**src/rtl/issue_pkg.sv**
```systemverilog
// Shared state encoding and default sizing for the issue-stage FIFO controller.
package issue_pkg;

    localparam int ISSUE_FIFO_DEPTH = 16;
    localparam int ISSUE_PR_W       = 9;
    localparam int ISSUE_FLUSH_HOLD = 4;

    typedef enum logic [1:0] {
        RUN   = 2'd0,
        FLUSH = 2'd1,
        HOLD  = 2'd2
    } issue_state_e;

endpackage

```
**src/rtl/issue_fifo_prdec.sv**
```systemverilog
// Count-to-near-full one-hot decoder, reusable by any queue with a credit-style throttle.
// Latency: combinational.
// Backpressure: none; the consumer throttles its writes from the returned vector.
module issue_fifo_prdec #(
    parameter int DEPTH = 16,
    parameter int CW    = 5,
    parameter int PR_W  = 9
) (
    input  logic [CW-1:0]   count_i,
    output logic [PR_W-1:0] fifo_pr_o
);

    logic [CW-1:0] free_cnt;

    // Bit 0 covers every "plenty of room" level, so the vector stays one-hot.
    always_comb begin
        free_cnt     = CW'(DEPTH) - count_i;
        fifo_pr_o    = '0;
        fifo_pr_o[0] = (free_cnt >= CW'(PR_W - 1));
        for (int k = 1; k < PR_W; k++) begin
            fifo_pr_o[k] = (free_cnt == CW'(PR_W - 1 - k));
        end
    end

endmodule

```
**src/rtl/issue_fifo_ctrl.sv**
```systemverilog
// Issue FIFO pointer/occupancy controller with flush sequencing and near-full vector.
// Latency: accepted write visible next cycle; flush to resumed RUN takes 1 + FLUSH_HOLD cycles.
// Backpressure: writes refused when full or not in RUN; allocation throttles from fifo_pr.
module issue_fifo_ctrl
    import issue_pkg::*;
#(
    parameter int DEPTH      = ISSUE_FIFO_DEPTH,
    parameter int AW         = 4,
    parameter int PR_W       = ISSUE_PR_W,
    parameter int FLUSH_HOLD = ISSUE_FLUSH_HOLD
) (
    input  logic            clk,
    input  logic            reset,
    input  logic            wen,
    input  logic            ren,
    input  logic            flush,
    output logic [AW-1:0]   waddr,
    output logic [AW-1:0]   raddr,
    output logic            ram_we,
    output logic            o_valid,
    output logic [AW:0]     count,
    output logic [PR_W-1:0] fifo_pr,
    output logic            o_busy,
    output logic            err_ovf,
    output logic            err_udf
);

    localparam int HW = $clog2(FLUSH_HOLD + 1);

    issue_state_e  state_q, state_d;
    logic [AW:0]   wptr_q, wptr_d;
    logic [AW:0]   rptr_q, rptr_d;
    logic [AW:0]   count_q, count_d;
    logic [HW-1:0] hold_q, hold_d;
    logic          err_ovf_q, err_ovf_d;
    logic          err_udf_q, err_udf_d;
    logic          run, full, empty, wacc, racc;

    assign run   = (state_q == RUN);
    assign full  = (wptr_q[AW] != rptr_q[AW]) && (wptr_q[AW-1:0] == rptr_q[AW-1:0]);
    assign empty = (wptr_q == rptr_q);
    // A flush in RUN wins over same-cycle traffic.
    assign wacc  = run & ~flush & wen & ~full;
    assign racc  = run & ~flush & ren & ~empty;

    always_comb begin
        state_d   = state_q;
        wptr_d    = wptr_q;
        rptr_d    = rptr_q;
        count_d   = count_q;
        hold_d    = hold_q;
        err_ovf_d = err_ovf_q | (run & wen & full);
        err_udf_d = err_udf_q | (run & ren & empty);
        case (state_q)
            RUN: begin
                if (flush) begin
                    state_d = FLUSH;
                    wptr_d  = '0;
                    rptr_d  = '0;
                    count_d = '0;
                end else begin
                    wptr_d  = wptr_q + (AW+1)'(wacc);
                    rptr_d  = rptr_q + (AW+1)'(racc);
                    count_d = count_q + (AW+1)'(wacc) - (AW+1)'(racc);
                end
            end
            FLUSH: begin
                state_d = HOLD;
                hold_d  = HW'(FLUSH_HOLD);
            end
            HOLD: begin
                // A fresh flush restarts the hold window to stay aligned with allocation.
                if (flush) begin
                    hold_d = HW'(FLUSH_HOLD);
                end else if (hold_q <= HW'(1)) begin
                    state_d = RUN;
                    hold_d  = '0;
                end else begin
                    hold_d = hold_q - HW'(1);
                end
            end
            default: begin
                state_d = RUN;
            end
        endcase
    end

    always_ff @(posedge clk) begin
        if (reset) begin
            state_q   <= RUN;
            wptr_q    <= '0;
            rptr_q    <= '0;
            count_q   <= '0;
            hold_q    <= '0;
            err_ovf_q <= 1'b0;
            err_udf_q <= 1'b0;
        end else begin
            state_q   <= state_d;
            wptr_q    <= wptr_d;
            rptr_q    <= rptr_d;
            count_q   <= count_d;
            hold_q    <= hold_d;
            err_ovf_q <= err_ovf_d;
            err_udf_q <= err_udf_d;
        end
    end

    issue_fifo_prdec #(
        .DEPTH (DEPTH),
        .CW    (AW + 1),
        .PR_W  (PR_W)
    ) u_prdec (
        .count_i   (count_q),
        .fifo_pr_o (fifo_pr)
    );

    assign waddr   = wptr_q[AW-1:0];
    assign raddr   = rptr_q[AW-1:0];
    assign ram_we  = wacc;
    assign o_valid = run & ~empty;
    assign count   = count_q;
    assign o_busy  = ~run;
    assign err_ovf = err_ovf_q;
    assign err_udf = err_udf_q;

endmodule

```
**config.mk**
```make
export PLATFORM = sky130hd
export DESIGN_NAME = issue_fifo_ctrl
export DESIGN_NICKNAME = d
export VERILOG_FILES = /design/src/rtl/issue_pkg.sv /design/src/rtl/issue_fifo_prdec.sv /design/src/rtl/issue_fifo_ctrl.sv
export SDC_FILE = /design/constraint.sdc
export NUM_CORES = 1
export LEC_CHECK = 0
export CAP_MARGIN = 20
export CORE_ASPECT_RATIO = 1.2
export CORE_MARGIN = 4
export CORE_UTILIZATION = 51
export CTS_BUF_LIST = sky130_fd_sc_hd__clkbuf_16
export DETAILED_ROUTE_END_ITERATION = 7
export PLACE_DENSITY_LB_ADDON = 0.12
export SETUP_SLACK_MARGIN = 0.4
export SLEW_MARGIN = 20
export SYNTH_ARGS = -nofsm -noshare
export SYNTH_HDL_FRONTEND = slang
export SYNTH_SLANG_ARGS = --single-unit
export TNS_END_PERCENT = 30
```
**constraint.sdc**
```tcl
create_clock -name clk -period 4.3 [get_ports clk]
set_input_delay 0.43 -clock clk [delete_from_list [all_inputs] [get_ports clk]]
set_output_delay 0.43 -clock clk [all_outputs]
set_load 0.02 [all_outputs]
```
### Word level (Yosys, flattened, before mapping)

Cells that the tools add are included.

* bits in registers: 22
* latch bits: 0
* RAM bits: 0
* bits in read-only memories: 0
* bits of input ports: 5
* memories: 0

* add/subtract/negate cells: 6
* multipliers: 0
* div/mod/pow operators: 0
* $lt $le $gt $ge: 2
* eq/ne operators: 15
* shift operators: 0
* mux-type cells: 10
* bitwise operators: 16
* reduce and logical (&&, ||, !) cells: 5

Operators by type and width (count)
* 5-bit by 3-bit equality test with 1-bit output, second input constant: 4
* 5-bit by 1-bit adder with 5-bit output: 3
* 5-bit 2-to-1 mux: 3
* 1-bit AND: 10
* 5-bit by 2-bit equality test with 1-bit output, second input constant: 2
* 2-bit 2-to-1 mux: 3
* 3-bit 2-to-1 mux: 2
* 2-bit inequality test, second input constant: 3
* 2-bit one-hot mux with 3 select lines: 1
* 3-bit one-hot mux with 2 select lines: 1
* 5-bit by 1-bit equality test with 1-bit output, second input constant: 1
* 5-bit equality test: 1
* 5-bit by 4-bit greater-or-equal comparator with 1-bit output, second input constant: 1
* 5-bit logical NOT: 1
* 5-bit by 1-bit subtractor with 5-bit output: 1
* 5-bit subtractor, first input constant: 1
* 4-bit equality test: 1
* 1-bit NOT: 4
* 3-bit by 1-bit less-or-equal comparator with 1-bit output, second input constant: 1
* 3-bit AND reduction: 1
* 3-bit by 1-bit subtractor with 3-bit output, second input constant: 1
* 2-bit by 1-bit equality test with 1-bit output, second input constant: 1
* 2-bit equality test, second input constant: 1
* 2-bit logical NOT: 1
* other kinds (4): 5

### Depth between registers and ports, before layout

* depth in word-level cells: 7
* gate-level depth with buffers: 14
* depth with buffers taken out: 13

### Cells and area by module

Synthesis repeated with hierarchy kept, for this count alone.

* cell total of the unflattened synthesis: 186
* area total of the unflattened synthesis: 1493.9 µm²

Modules (own cells, without submodules)
* issue_fifo_ctrl: times used 1, cells an instance 169, area an instance 1395.1 µm², seq. area each 440.4 µm²
* issue_fifo_prdec: times used 1, cells an instance 17, area an instance 98.8 µm², seq. area each 0.0 µm²

### Worst setup path before layout

No wires, ideal clock.

* path type: register to register
* start: reg state_q[0]
* end: reg count_q[4] (netlist: count[4])
* library setup time: 0.074 ns
* arrival: 3.056 ns
* required time: 4.226 ns
* path slack: 1.169 ns
* cell stages (with the launch flop): 14
* path buffers: 1
* period minus slack after synthesis: 3.131 ns
* cell sequence: dfxtp_1 -> inv_1 -> ha_1 -> nor2b_1 -> clkbuf_1 -> nand2_1 -> a21oi_1 -> ha_1 -> inv_1 -> fa_1 -> nor3_1 -> nor4_1 -> or4b_1 -> a31oi_1

* cells in the longest elaborated chain, start to end: 7
* elaborated cells between the ends (all ways): 9
* those cells by class: add/sub (2); mux (1); bitwise (5); reduce/logical (1)

Ends and longest elaborated chain
* start, declared: RTL line issue_fifo_ctrl.sv:30 `issue_state_e state_q, state_d;`
* start signal, assigned: RTL line issue_fifo_ctrl.sv:98 `state_q <= state_d;`
* 2-bit logical NOT: RTL line issue_fifo_ctrl.sv:39 `assign run = (state_q == RUN);`
* 1-bit AND (3 in a row): RTL line issue_fifo_ctrl.sv:43 `assign wacc = run & ~flush & wen & ~full;`
* via ram_we: RTL line issue_fifo_ctrl.sv:19 `output logic ram_we,`
* 5-bit by 1-bit adder with 5-bit output: RTL line issue_fifo_ctrl.sv:64 `count_d = count_q + (AW+1)'(wacc) - (AW+1)'(racc);`
* 5-bit by 1-bit subtractor with 5-bit output: RTL line issue_fifo_ctrl.sv:64
* 5-bit 2-to-1 mux: RTL line issue_fifo_ctrl.sv:56 `if (flush) begin`
* end signal, assigned: RTL line issue_fifo_ctrl.sv:101 `count_q <= count_d;`
* end, declared: RTL line issue_fifo_ctrl.sv:33 `logic [AW:0] count_q, count_d;`

The timed path passes the listed nets, and every way through them passes these cells.
A chain may end at the register's enable or synchronous reset.

### Worst setup path in the final report

* start: reg state_q[0]
* end: reg count_q[4] (netlist: count[4])

* cells in the longest elaborated chain, start to end: 7
* elaborated cells between the ends (all ways): 9
* those cells by class: add/sub (2); mux (1); bitwise (5); reduce/logical (1)

Ends and longest elaborated chain (RTL line)
* 2-bit logical NOT (*): issue_fifo_ctrl.sv:39, issue_fifo_ctrl.sv:54
* 1-bit AND: issue_fifo_ctrl.sv:43, issue_fifo_ctrl.sv:44
* 1-bit AND (2 in a row): issue_fifo_ctrl.sv:43
* 5-bit by 1-bit adder with 5-bit output: issue_fifo_ctrl.sv:64
* 5-bit by 1-bit subtractor with 5-bit output: issue_fifo_ctrl.sv:64
* 5-bit 2-to-1 mux: issue_fifo_ctrl.sv:56

Mark *: on every way between the ends. The rest lies on a longest branch, timed or not.

==> flow_metrics.env <==
export IMPL_startpoint_type="flop"
export IMPL_synth_edff_count=0
export IMPL_ios=32
export IMPL_vdd_drop_max_mv=0.2020
export IMPL_synth_avg_cell_area_sq_um=8.072
export IMPL_path_max_fanout=11
export IMPL_cts_buffer_depth=2
export IMPL_crit_type="reg -> reg"
export IMPL_synth_top_area_share_pct=27.69
export IMPL_clock_skew_ns=0.002890
export IMPL_gp_congestion=0.8886
export IMPL_fill_cells=253
export IMPL_vias=1523
export IMPL_layout_nets=240
export IMPL_cts_max_level=1
export IMPL_syn_num_nets=218
export IMPL_cts_tree="built"
export IMPL_layout_min_cycle_time_ns=3.417
export IMPL_synth_compound_area_share_pct=19.51
export IMPL_finalHoldViolCount=0
export IMPL_critical_path_required_ns=4.47
export IMPL_die_area_sq_um=4079
export IMPL_yosysTopAreaCell="dfxtp_1"
export IMPL_antenna_found_initial=0
export IMPL_maxCapViolCount=0
export IMPL_p_per_area_nw_per_um2=317.2
export IMPL_synth_main_ff_cell="dfxtp_1"
export IMPL_synthMuxAreaShare_pct=0.6294
export IMPL_yosysWarnings=0
export IMPL_maxSlewViolCount=0
export IMPL_grt_setup_unrepaired="false"
export IMPL_drt_iter0_drc=44
export IMPL_slowest_stage="or4b_1"
export IMPL_core_area_sq_um=2890
export IMPL_synthCells=197
export IMPL_regArea_sq_um=440.4
export IMPL_start_util_pct=55.02
export IMPL_detail_route_wl_per_cell_um=15.44
export IMPL_post_synth_top_count_cell="dfxtp_1"
export IMPL_crit_family="simple AND/OR/NAND/NOR gates"
export IMPL_post_cts_buffers=0
export IMPL_num_rows=21
export IMPL_share_comb_of_total_power_pct=30.7
export IMPL_insertion_delay_ns=0.26
export IMPL_synthAdderAreaFrac_pct=13.06
export IMPL_max_stage_delay_ns=0.51
export IMPL_finalSetupViolCount=0
export IMPL_ys_seq_elements=22
export IMPL_seqPwrFrac_pct=37.3
export IMPL_post_cts_resize_count=0
export IMPL_synth_area_top_cells="dfxtp_1 (28%), ha_1 (12%), a21oi_1 (5.4%)"
export IMPL_cts_sinks=22
export IMPL_whs_ns=0.4848
export IMPL_wirelength_um=3890
export IMPL_slew_limit_headroom_pct=43.22
export IMPL_grt_max_degree=24
export IMPL_power_internal_uw=415.2
export IMPL_root_buffer="clkbuf_16"
export IMPL_clkTransAtPathRegs_ns=0.06
export IMPL_worst_pin_slew_ns=0.8490
export IMPL_ctsHoldBuffers=0
export IMPL_outcome="complete, no violations"
export IMPL_finalPower_uw=617.2
export IMPL_areaGrowthSynthToFinish_pct=22.34
export IMPL_leakagePower_nw=0.7701
export IMPL_dpl_hpwl_um=2846
export IMPL_p_sw_share_pct=32.73
export IMPL_end_kind="flop"
export IMPL_synthArstFlopShare_pct=0
export IMPL_die_h_um=69.17
export IMPL_grtUsageTotal_pct=20.95
export IMPL_die_x_um=58.98
export IMPL_multi_input_area_sq_um=1013
export IMPL_synth_top_family_by_area="simple AND/OR/NAND/NOR gates"
export IMPL_dr_pass1_iters=4
export IMPL_grt_overflow=0
export IMPL_min_path_type="reg -> reg"
export IMPL_ys_seq_area_share_pct=27.69
export IMPL_viasPerCell=6.044
export IMPL_drc=0
export IMPL_crit_chain="inv_1 -> ha_1 -> nor2b_1 -> buf_4 -> nand2_1 -> a21oi_1 -> ha_1 -> inv_1 -> fa_1 -> nor3_1 -> nor4_1 -> or4b_1 -> a31oi_1"
export IMPL_crit_buf_inv=3
export IMPL_grt_pass1_vias=1467
export IMPL_post_route_period_util_pct=79.46
export IMPL_synth_area_sq_um=1590
export IMPL_arrival_ns=3.58
export IMPL_yosys_area_share_xor_xnor_pct=5.507
export IMPL_yosysUniqueCellTypes=43
export IMPL_drive_above_1_share_pct=4.128
export IMPL_synth_simple_area_share_pct=25.02
export IMPL_p_clk_share_pct=32.0
export IMPL_fin_tns_setup_ns=0
export IMPL_n_antenna_cell=0
export IMPL_ant_nets=0
export IMPL_synth_commonest_cells="dfxtp_1 (22), a21oi_1 (17), ha_1 (15), nor2_1 (15), nand2_1 (13)"
export IMPL_fmax_mhz=292.7
export IMPL_p_switching_uw=202.0
export IMPL_portBuffers=31
export IMPL_cts_buffers=3
export IMPL_grt_pass1_wl_um=6893
-- path summary, 6_finish.rpt --
check | slack, ns | cells after the start | startpoint | to
min reg2reg | 0.48 | 2 | hold_q[1]$_SDFFE_PP0P_ | hold_q[1]$_SDFFE_PP0P_
max reg2reg | 0.88 | 13 | state_q[0]$_SDFFE_PP0P_ | count[4]$_SDFFE_PP0N_
min | 0.48 | 2 | hold_q[1]$_SDFFE_PP0P_ | hold_q[1]$_SDFFE_PP0P_
max | 0.88 | 13 | state_q[0]$_SDFFE_PP0P_ | count[4]$_SDFFE_PP0N_
-- power by group through the flow --
stage / combinational [mW] / sequential [mW] / clock (mW)
finish: 0.190 / 0.230 / 0.198
global route: 0.210 / 0.232 / 0.212
CTS: 0.188 / 0.230 / 0.203
detailed placement: 0.186 / 0.234 / 0
global placement: 0.180 / 0.232 / 0
floorplan: 0.125 / 0.233 / 0
-- sequential cells by signal (all words and copies together) (netlist names) --
| signal | cells |
|---|---|
| rptr_q | 5 |
| err_ovf | 1 |
| hold_q | 3 |
| err_udf | 1 |
| count | 5 |
| state_q | 2 |
| wptr_q | 5 |
-- kinds of logic after synthesis --
logic type,count (synthesis)
DFF,22
adders and majority gates,16
muxes,1
AOI/OAI and AO/OA,48
buffers and inverters,28
and+or+nand+nor,72
xor gates and xnor gates,10
-- per-stage QoR --
| step | instances | util [%] | worst slack, ns | area (sq um) |
|---|---|---|---|---|
| floorplan | 197 | - | 1.169 | 1590 |
| global placement | 248 | 64.59 | 0.9863 | 1867 |
| detailed placement | 248 | 64.59 | 0.8269 | 1867 |
| CTS | 252 | 67.32 | 0.9561 | 1946 |
| global route | 252 | 67.32 | 0.5750 | 1946 |
| finish | 252 | 67.32 | 0.8831 | 1946 |
-- cells in the final DEF, fill, tap and decap left out, types with 5 or more instances in the layout --
master           Yosys  layout
a21oi_1             17      17
clkdlybuf4s50_1      0      31
dfxtp_1             22      22
ha_1                15      15
inv_1               12      12
nand2_1             13      13
nand2b_1             5       5
nand3_1              6       6
nand3b_1             5       5
nor2_1              15      15
nor2b_1              7       7
nor4_1               5       5
o21ai_0              7       7
xor2_1               7       7
-- cell type report --
cell class                      instances  share of cell area, %
Clock inverter                          1                 0.1929
Tap cell                               34                  2.186
Timing Repair Buffer                   33                  16.72
Clock buffer                            3                  3.859
Inverter                               12                  2.315
Sequential cell                        22                  22.64
Multi-Input combinational cell        147                  52.09
-- routing by layer --
metal  global-route usage, %  vias up  share of wire [%]
met5                       0        -                  0
met4                   8.060        0                1.7
met3                   3.166       11                5.4
met2                   33.54       49                 50
met1                   27.65      730                 42
li1                        -      733                  -
-- worst reg2reg max path: stages (launching register included) --
cell and delay (ns):
dfxtp_1 0.33, inv_1 0.11, ha_1 0.40, nor2b_1 0.22, buf_4 0.19, nand2_1 0.07, a21oi_1 0.24, ha_1 0.22
inv_1 0.06, fa_1 0.40, nor3_1 0.32, nor4_1 0.11, or4b_1 0.51, a31oi_1 0.17
Note: power is estimated with default switching activity, not from simulation.
==> RTL edit 1: new RTL, config.mk and constraints unchanged <==
Encoding of `issue_state_e`: now one-hot (3 bits for 3 states).
--- a/src/rtl/issue_pkg.sv
+++ b/src/rtl/issue_pkg.sv
@@ -7,6 +7,6 @@
 
-    typedef enum logic [1:0] {
-        RUN   = 2'd0,
-        FLUSH = 2'd1,
-        HOLD  = 2'd2
+    typedef enum logic [2:0] {
+        RUN   = 3'b001,
+        FLUSH = 3'b010,
+        HOLD  = 3'b100
     } issue_state_e;
Formal check against the unedited RTL: same outputs for any inputs over 10 cycles, from zero or initial values and one cycle with reset high; not proved beyond that.
==> RTL edit 1 against the unedited design <==
- die area rose by 3.6%
- routed wire length rose by 2.0%
- cell area rose by 2.8%
- clock skew fell by 1.0 ps
- synthesized cell count rose by 3.6%
- hold slack improved by 27 ps
- maximum frequency rose by 11%
- synthesized area rose by 4.1%
- critical endpoint is now fifo_pr[4]
- global-route usage fell by 0.61 points
- first-iteration DRC count rose by 34%
- worst setup slack improved by 350 ps
- sequential cell count rose by 1
Power is not compared: it rests on default switching activity, and its combinational part moved more than twofold at a synthesized area within 25%.
==> RTL edit 1: results (changes against the unedited design) <==
Final Net Count: 240 (unchanged)
Placer Congestion: 0.8359 (-5.9%)
Register area share after synthesis: 0.2782 (+0.001208)
Crit-path max FO: 12 (+1)
Clock Skews: 1.866 ps (-1.025 ps)
Top cells by area, synth: dfxtp_1 28%, ha_1 8.3%, a21oi_1 6.3%
Starting Density: 0.5369 (-0.01328)
Non-Filler Instances: 258 (+2.4%)
Postcts setup bufs: 0 (unchanged)
Worst-skew pair later-pin latency: 250 ps
DR vias/cell: 6.074 (+0.50%)
Worst-Margin Slew: 1060 ps (+211.3 ps)
Post-DP HPWL: 2.832 mm (-0.52%)
Vias in the first global route: 1,537 (+4.8%)
Status: complete, no violations
Global Route Usage Sum: 0.2034 (-0.006127)
First-pass GRT wire length: 6.906 mm (+0.19%)
Placed cells: 254 (+2.4%)
Hold Startpoint: err_ovf
Post-synth cell types: 46 (+7.0%)
Iter 0 DRT Violations: 59 (+34%)
Worst r2r src: rptr_q[0]
Filler cells: 287 (+13%)
Crit path DAT: 2640 ps (-940 ps)
Leading post-synthesis cells by instance count: 23 x dfxtp_1, 21 x a21oi_1, 21 x nor2_1, 11 x ha_1
Synth Instances: 204 (+3.6%)
Routed len/inst: 15.38 µm (-0.37%)
Leakage: 0.0007444 µW
Critical Path Source: count[1]
Share of cells above drive strength 1: 0.06306 (+0.02178)
R2R cell count: 11 (-2)
Largest net degree at the start of global routing: 31 (+29%)
Mapped Nets: 221 (+1.4%)
## RTL edit 1: final cells by class
cell class / instances / share of cell area
Timing Repair Buffer: 32 / 0.1588
Sequential cell: 23 / 0.2301
Multi-Input combinational cell: 153 / 0.5297
Tap cell: 36 / 0.02251
Clock buffer: 3 / 0.03752
Inverter: 10 / 0.01876
Clock inverter: 1 / 0.002502
## RTL edit 1: cells by family (layout without fill, tap and decap cells)
kind of cell,count (synthesis),count (layout),synth area share
simple gates,81,81,0.2880
compound gates,50,50,0.2041
buf+inv,28,46,0.08163
flops,23,23,0.2782
fa+ha+maj,12,12,0.09524
xor+xnor,10,10,0.05291
## RTL edit 1: critical path, stage by stage (launching register included)
cell	delay [ps]
dfxtp_1	580
inv_1	190
ha_1	280
xor2_1	200
a32oi_1	80
o32a_1	220
nor4_1	180
clkdlybuf4s50_1	650
## RTL edit 1: worst paths after layout
path	endpoint	slack, ps
max	fifo_pr[4]	1230
min	err_ovf	510
max reg2reg	count[2]	1380
min reg2reg	err_ovf	510
## RTL edit 1: metal layers
| metal | part of all wire | global-route usage | vias to the layer above |
|---|---|---|---|
| met2 | 0.52 | 0.3365 | 36 |
| met1 | 0.43 | 0.2588 | 760 |
| met4 | 0.0081 | 0.07143 | 0 |
| met3 | 0.040 | 0.03327 | 4 |
| li1 | - | - | 767 |
| met5 | 0 | 0 | - |
## RTL edit 1: report_power, final
| group | internal, µW | leakage [µW] | switching [µW] |
|---|---|---|---|
| sequential | 218 | 0.000186 | 7.97 |
| clock | 125 | 0.0000409 | 78.6 |
| combinational | 32.7 | 0.000517 | 47.9 |
| total | 375 | 0.000744 | 134 |
## RTL edit 1: stage by stage
stage	hold WS [ps]	worst slack, ps	instance area (µm²)
2_1_floorplan	480.4	1591	1655
3_3_place_gp	468.5	1305	1921
3_5_place_dp	498.6	1146	1921
4_1_cts	517.9	1214	2001
5_1_grt	563.9	1082	2001
6_report	511.5	1234	2001
==> RTL edit 2: new RTL, same flow settings <==
Made on the original files. Set the package constant `ISSUE_FLUSH_HOLD` to 8 (it was 4).
--- a/src/rtl/issue_pkg.sv
+++ b/src/rtl/issue_pkg.sv
@@ -5,3 +5,3 @@
     localparam int ISSUE_PR_W       = 9;
-    localparam int ISSUE_FLUSH_HOLD = 4;
+    localparam int ISSUE_FLUSH_HOLD = 8;
 
Function: changed (Yosys sat finds a counterexample within 10 cycles, from zero or initial values and one cycle with reset high).
==> RTL edit 2 against the unedited design <==
- sequential cell count is 1 higher
- synthesized area is 5.5% higher
- die area is 4.8% higher
- clock skew is 3.6 ps higher
- worst setup slack worse by 120 ps
- routed wire length is 7.8% higher
- count of clock-buffer cells in the layout stayed put
- total power is 0.14% lower
- cell area is 4.3% higher
- combinational power is 8% lower
- global-route usage is 0.20 points lower
- synthesized cell count is 5.1% higher
- hold slack better by 9.5 ps
- core utilization is 2.1 points lower
- largest power group unchanged
- highest routed layer unchanged
==> RTL edit 2: results (changes against the unedited design) <==
Max-slew headroom: 0.3899 (-0.04235)
Initial antenna violation count: 0 (unchanged)
Crit-path max FO: 10 (-1)
Register area share after synthesis: 0.2744 (-0.002525)
Leakage: 0.0007736 µW (+0.45%)
R2R cell count: 13 (unchanged)
Sw Pwr: 197.7 µW (-2.2%)
Placer Congestion: 0.8414 (-5.3%)
First-pass GRT wire length: 7.003 mm (+1.6%)
P_comb: 174 µW (-8%)
DR vias/cell: 6.034 (-0.16%)
Global Route Usage Sum: 0.2075 (-0.002034)
Syn Area/Cell: 8.106 µm² (+0.41%)
Crit path DAT: 3700 ps (+120 ps)
Routed len/inst: 15.95 µm (+3.3%)
Post-synth cell types: 47 (+9.3%)
Vias in the first global route: 1,539 (+4.9%)
Total power: 616.3 µW (-0.14%)
Peak supply drop: 292.5 µV (+45%)
DRT Pass-1 Iters: 4 (unchanged)
Seq power: 239 µW (+4%)
Final Net Count: 249 (+3.8%)
Yosys warns: 0 (unchanged)
Post-Route WL: 4.195 mm (+7.8%)
Share of cells above drive strength 1: 0.04846 (+0.007174)
Iter 0 DRT Violations: 159 (+260%)
Placed cells: 259 (+4.4%)
Reg2reg setup slack: 770 ps (-120 ps)
Mapped Nets: 228 (+4.6%)
Leading post-synthesis cells by instance count: 24 x nor2_1, 23 x dfxtp_1, 16 x a21oi_1, 15 x ha_1, 11 x inv_1
Status: complete, no violations
Final Worst Setup Slack: 767.1 ps (-116.1 ps)
==> RTL edit 2: cell types whose count changed after synthesis, moves of 3 or more <==
cell	before	now
nor2_1	15	24
o21ai_0	7	10
buf_2	0	4
nor4_1	5	2
nand2_1	13	9
==> RTL edit 2: per-layer routing <==
layer  vias to the layer above  share of wire  track usage
met4                         0          0.010      0.06897
met3                         4          0.068      0.03650
met5                         -              0            0
met1                       755           0.42       0.2659
li1                        764              -            -
met2                        64           0.50       0.3438
==> RTL edit 2: through the flow <==
step | area (µm²) | hold WS, ps
after global routing | 2029 | 528.3
after global placement | 1949 | 461.9
after detailed placement | 1949 | 477.5
final | 2029 | 494.3
after CTS | 2029 | 496.0
after floorplan | 1678 | 454.6
==> RTL edit 2: cells by family after synthesis <==
family          count (synthesis)  share of synthesized area
buf+inv                        28                    0.08352
fa+ha+maj                      16                     0.1238
mux                             1                   0.005966
xor+xnor                       10                    0.05668
compound gates                 52                     0.2058
simple gates                   77                     0.2498
flops                          23                     0.2744
==> RTL edit 2: worst paths after layout <==
kind / from / end
min: hold_q[1] / hold_q[1]
min reg2reg: hold_q[1] / hold_q[1]
max reg2reg: state_q[0] / count[4]
max: state_q[0] / count[4]
==> RTL edit 2: worst reg2reg max path, delay by kind of cell, from the launching register on <==
family | cells | cell delay [ps]
xor+xnor | 1 | 190
simple gates | 5 | 1460
buf+inv | 2 | 170
compound gates | 2 | 350
flops | 1 | 330
fa+ha+maj | 3 | 940
==> RTL edit 2: final cells by class <==
class | count | area (µm²)
tap | 36 | 45.04
multi-input combinational | 156 | 1077
fill | 274 | 1081
sequential | 23 | 460.4
timing repair buffer | 33 | 325.3
clock buffer | 3 | 75.07
inverter | 11 | 41.29
clock inverter | 1 | 5.005
